[config.mk]
export PLATFORM = sky130hd
export DESIGN_NAME = goldschmidt_ctrl
export DESIGN_NICKNAME = d
export VERILOG_FILES = /design/src/rtl/goldschmidt_ctrl.sv
export SDC_FILE = /design/constraint.sdc
export NUM_CORES = 1
export LEC_CHECK = 0
export BUFFER_PORTS_ARGS = -buffer_cell sky130_fd_sc_hd__buf_2
export CAP_MARGIN = 20
export CORE_AREA = 2 2 39 41
export CTS_CLUSTER_DIAMETER = 50
export CTS_CLUSTER_SIZE = 14
export DETAILED_ROUTE_END_ITERATION = 7
export DIE_AREA = 0 0 41 43
export GPL_ROUTABILITY_DRIVEN = 0
export PLACE_DENSITY = 0.67
export SYNTH_ARGS = -nofsm -noshare
export SYNTH_HDL_FRONTEND = slang
export SYNTH_SLANG_ARGS = --single-unit
[constraint.sdc]
create_clock -name clk -period 1.75 [get_ports clk]
set_clock_uncertainty 0.05 [all_clocks]
set_input_delay 0.35 -clock clk [delete_from_list [all_inputs] [get_ports clk]]
set_output_delay 0.35 -clock clk [all_outputs]
set_load 0.1 [all_outputs]
[src/rtl/goldschmidt_ctrl.sv]
// rtl/goldschmidt_ctrl.sv - Goldschmidt divider control FSM
// Sequences N0, D0, then ITER (NI, DI) pairs, each held for MUL_LAT cycles.
module goldschmidt_ctrl #(
  parameter int ITER    = 3,
  parameter int MUL_LAT = 1
) (
  input  logic       clk,
  input  logic       reset,
  input  logic       start,
  output logic [1:0] sel_ND_mux,
  output logic       sel_K_mux,
  output logic       load_regN,
  output logic       load_regD,
  output logic       busy,
  output logic       done
);

  localparam int SW = $clog2(MUL_LAT + 1);
  localparam int IW = $clog2(ITER + 1);
  localparam logic [SW-1:0] STEP_LAST = SW'(MUL_LAT - 1);
  localparam logic [IW-1:0] ITER_LAST = IW'(ITER);

  localparam logic [2:0] S_IDLE = 3'd0;
  localparam logic [2:0] S_N0   = 3'd1;
  localparam logic [2:0] S_D0   = 3'd2;
  localparam logic [2:0] S_NI   = 3'd3;
  localparam logic [2:0] S_DI   = 3'd4;
  localparam logic [2:0] S_DONE = 3'd5;

  logic [2:0]    state, state_nx;
  logic [SW-1:0] step, step_nx;
  logic [IW-1:0] iter, iter_nx;

  always_comb begin
    state_nx = state;
    step_nx  = step;
    iter_nx  = iter;
    case (state)
      S_IDLE: begin
        if (start) begin
          state_nx = S_N0;
          step_nx  = '0;
          iter_nx  = '0;
        end
      end
      S_N0, S_D0, S_NI, S_DI: begin
        if (step == STEP_LAST) begin
          step_nx = '0;
          case (state)
            S_N0:    state_nx = S_D0;
            S_D0:    state_nx = S_NI;
            S_NI:    state_nx = S_DI;
            default: begin
              iter_nx  = iter + IW'(1);
              state_nx = (iter + IW'(1) == ITER_LAST) ? S_DONE : S_NI;
            end
          endcase
        end else begin
          step_nx = step + SW'(1);
        end
      end
      S_DONE:  state_nx = S_IDLE;
      default: state_nx = S_IDLE;
    endcase
  end

  always_ff @(posedge clk or negedge reset) begin
    if (!reset) begin
      state <= S_IDLE;
      step  <= '0;
      iter  <= '0;
    end else begin
      state <= state_nx;
      step  <= step_nx;
      iter  <= iter_nx;
    end
  end

  // Outputs are registered from the next-state decode so they line up with the state they describe.
  always_ff @(posedge clk or negedge reset) begin
    if (!reset) begin
      sel_ND_mux <= 2'b00;
      sel_K_mux  <= 1'b0;
      load_regN  <= 1'b0;
      load_regD  <= 1'b0;
      busy       <= 1'b0;
      done       <= 1'b0;
    end else begin
      sel_ND_mux <= 2'b00;
      sel_K_mux  <= 1'b0;
      load_regN  <= 1'b0;
      load_regD  <= 1'b0;
      busy       <= 1'b0;
      done       <= 1'b0;
      case (state_nx)
        S_N0: begin
          busy      <= 1'b1;
          load_regN <= (step_nx == STEP_LAST);
        end
        S_D0: begin
          busy       <= 1'b1;
          sel_ND_mux <= 2'b01;
          load_regD  <= (step_nx == STEP_LAST);
        end
        S_NI: begin
          busy       <= 1'b1;
          sel_ND_mux <= 2'b10;
          sel_K_mux  <= 1'b1;
          load_regN  <= (step_nx == STEP_LAST);
        end
        S_DI: begin
          busy       <= 1'b1;
          sel_ND_mux <= 2'b11;
          sel_K_mux  <= 1'b1;
          load_regD  <= (step_nx == STEP_LAST);
        end
        S_DONE:  done <= 1'b1;
        default: ;
      endcase
    end
  end

endmodule

==> flow_metrics.env <==
export IMPL_outcome="complete, no violations"
export IMPL_final_layout_size_suffix_gt1_share_pct=32.81
export IMPL_worstPathArrival_ps=1650
export IMPL_grt_antenna_before_repair=0
export IMPL_dieHeight_um=43
export IMPL_final_period_utilization_pct=88.91
export IMPL_timing_critical_path_buf_inv=1
export IMPL_hold_path_startpoint="start"
export IMPL_first_global_vias=393
export IMPL_critical_path_endpoint_type="flop"
export IMPL_synth_enable_flop_cells=0
export IMPL_worst_slew_pin_slew_ps=485.7
export IMPL_grt_pass1_wl_mm=1.711
export IMPL_timing_final_hold_violations=0
export IMPL_grtUsageMet2_pct=20.94
export IMPL_globalRouteMet3Util_pct=4.712
export IMPL_period_minus_slack_ps=1556
export IMPL_routedWlPerCell_um=13.03
export IMPL_fillerInstances=122
export IMPL_globalRouteMet1Util_pct=18.98
export IMPL_firstDrtPassIters=4
export IMPL_grt_setup_unrepaired="no"
export IMPL_timing_final_max_slew_violations=0
export IMPL_cts_sink_count=12
export IMPL_worst_r2r_startpoint="state[2]"
export IMPL_share_of_synthesized_area_occupied_by_flip_flops_and_latches_pct=49.48
export IMPL_synth_compound_area_share_pct=19.79
export IMPL_min_path_type="in -> reg"
export IMPL_grt_resource_usage_total_pct=15.00
export IMPL_insertedDiodeCount=0
export IMPL_vias_per_cell=5.238
export IMPL_ff2ff_path_depth=5
export IMPL_clock_root_buffer="sky130_fd_sc_hd__clkbuf_4"
export IMPL_startpoint_type="flop"
export IMPL_timing_hold_worst_endpoint="step"
export IMPL_mappedNetlistArea_um2=606.8
export IMPL_cts_buffer_depth=2
export IMPL_tritoncts="done"
export IMPL_worstReg2RegEnd="busy"
export IMPL_ioPinCount=10
export IMPL_detailroute_via_count=419
export IMPL_global_route_peak_usage_layer="met2"
export IMPL_floorplan_die_area_um2=1763
export IMPL_synth_top_family_by_area="compound AO/OA/AOI/OAI gates"
export IMPL_yosys_area_share_adder_pct=2.062
export IMPL_synth_simple_gate_area_share_pct=17.11
export IMPL_cts_htree_levels=1
export IMPL_reg2reg_slack_ps=190
export IMPL_post_dp_hpwl_um=703.5
export IMPL_numCtsBuffers=3
export IMPL_worstSetupPathType="reg -> reg"
export IMPL_largest_net_degree_at_the_start_of_global_routing=13
export IMPL_net_total_in_the_final_layout=70
export IMPL_post_synth_num_cell_types=29
export IMPL_num_rows=14
export IMPL_floorplan_initialDensity_pct=43.85
export IMPL_place_detailed_instances=76
export IMPL_synth_main_ff_cell="sky130_fd_sc_hd__dfrtp_1"
export IMPL_drcViolationCount=0
export IMPL_width_of_the_die_um=41
export IMPL_layout_cells_non_filler=80
export IMPL_yosys_mux_area_fraction_pct=1.649
export IMPL_flow_area_growth_from_synthesis_pct=14.02
export IMPL_synth_xor_area_share_pct=1.443
export IMPL_max_slew_margin_pct=67.84
export IMPL_path_max_fanout=8
export IMPL_routed_wl_mm=1.042
export IMPL_crit_path_cell_trace="or3b_1 -> o21a_2 -> clkinv_4 -> a31oi_4 -> nand3b_1"
export IMPL_grt_remaining_overflow=0
export IMPL_min_path_cells=4
export IMPL_clock_insertion_delay_worst_skew_ps=260
export IMPL_timing_critical_path_required_ps=1850
export IMPL_first_iter_violations=9
export IMPL_post_cts_setup_repair_buffer_count=0
export IMPL_core_region_area_um2=1384
export IMPL_postSynthRegisterBits=12
export IMPL_place_port_buffers=9
export IMPL_drv_cap=0
export IMPL_post_synth_cell_area_avg_um2=11.67
export IMPL_timing_critical_path_slowest_stage_cell="sky130_fd_sc_hd__dfrtp_1"
export IMPL_yosysWarningCount=0
export IMPL_postSynthNetCount=56
export IMPL_timing_critical_path_max_delay_family="simple AND/OR/NAND/NOR gates"
export IMPL_setup_total_negative_slack_ps=0
export IMPL_clkTransAtPathRegs_ps=70
export IMPL_synth_async_sr_flop_share_pct=100.0
export IMPL_clock_fmax_mhz=642.7
export IMPL_worst_path_largest_cell_delay_ps=470
export IMPL_setup_viol_count_final=0
export IMPL_drt_antenna_violating_nets=0
export IMPL_netlist_instances=52
cells in the final DEF, fill, tap and decap left out, types with 2 or more instances in the layout:
cell | netlist | final
sky130_fd_sc_hd__o21ai_0 | 2 | 2
sky130_fd_sc_hd__dfrtp_1 | 12 | 12
sky130_fd_sc_hd__clkbuf_4 | 0 | 3
sky130_fd_sc_hd__nand2_1 | 2 | 2
sky130_fd_sc_hd__buf_2 | 1 | 9
sky130_fd_sc_hd__a21oi_1 | 2 | 2
sky130_fd_sc_hd__buf_4 | 1 | 3
sky130_fd_sc_hd__a22o_1 | 3 | 3
sky130_fd_sc_hd__nand3b_1 | 2 | 2
sky130_fd_sc_hd__nor2_1 | 5 | 5
sky130_fd_sc_hd__inv_1 | 2 | 2
worst max path at each step:
stage,start,end,slack [ps],depth (start not counted)
after floorplan,sel_K_mux,sel_ND_mux[1],30,1
after global placement,state[1],busy,230,5
after detailed placement,state[0],busy,220,5
after CTS,state[0],busy,200,5
after global routing,state[0],busy,110,5
final,state[2],busy,190,5
synthesized netlist by cell type, drive strengths merged (2+ instances only):
library cell  count  share of area [%]
buf               4                5.8
a31oi             2                4.5
nor2              5                3.1
dfrtp            12                 49
nand3b            2                2.5
a22o              3                4.3
nand2             2                1.2
a21oi             2                1.6
inv               2                1.2
o21ai             2                1.6
per-layer routing:
layer	up-vias	part of all wire [%]
li1	212	-
met1	195	48
met2	12	48
met3	0	3.4
met4	0	0
met5	-	0
worst reg2reg max path: cells and delay by family, from the launching register on:
kind            cells  cell delay, ps
simple gates        2             560
flops               1             470
compound gates      2             280
buf+inv             1              70
layout make-up:
cell class	instances	area, µm²	share of cell area, %
clock buffers	3	22.52	3.255
well taps	16	20.02	2.893
multi-input cells	33	255.2	36.89
repair buffers	13	77.57	11.21
flip-flops and latches	12	300.3	43.40
inverters	3	16.27	2.351
per-stage QoR:
stage / hold slack, ps / util (%) / setup WS, ps / area (µm²)
after global placement: 192.9 / 47.65 / 233.0 / 659.4
final: 343.8 / 50.00 / 194.1 / 691.9
after floorplan: 4.409 / - / 26.03 / 606.8
after global routing: 347.7 / 50.00 / 110.9 / 691.9
after detailed placement: 190.9 / 47.65 / 224.5 / 659.4
after CTS: 341.5 / 50.00 / 203.1 / 691.9
cells by family (layout without fill, tap and decap cells):
group	Yosys count	after routing
simple gates	16	16
compound gates	14	14
flops	12	12
buf+inv	7	19
fa+ha+maj	1	1
xor+xnor	1	1
mux	1	1
state kept, by name, indices dropped and copies added (netlist names):
| signal | cells |
|---|---|
| sel_ND_mux | 1 |
| done | 1 |
| iter | 2 |
| sel_K_mux | 1 |
| load_regN | 1 |
| load_regD | 1 |
| step | 1 |
| state | 3 |
| busy | 1 |
what timing repair did:
action                                  4_1_cts  5_1_grt
hold buffers                                  1        0
resized for setup                             0        0
hold endpoints to repair                     12        0
endpoints found under the setup margin        0        0
Power is left out: the tool's default activity adds up to more than one toggle a clock period on the data nets, which glitch-free logic cannot reach.
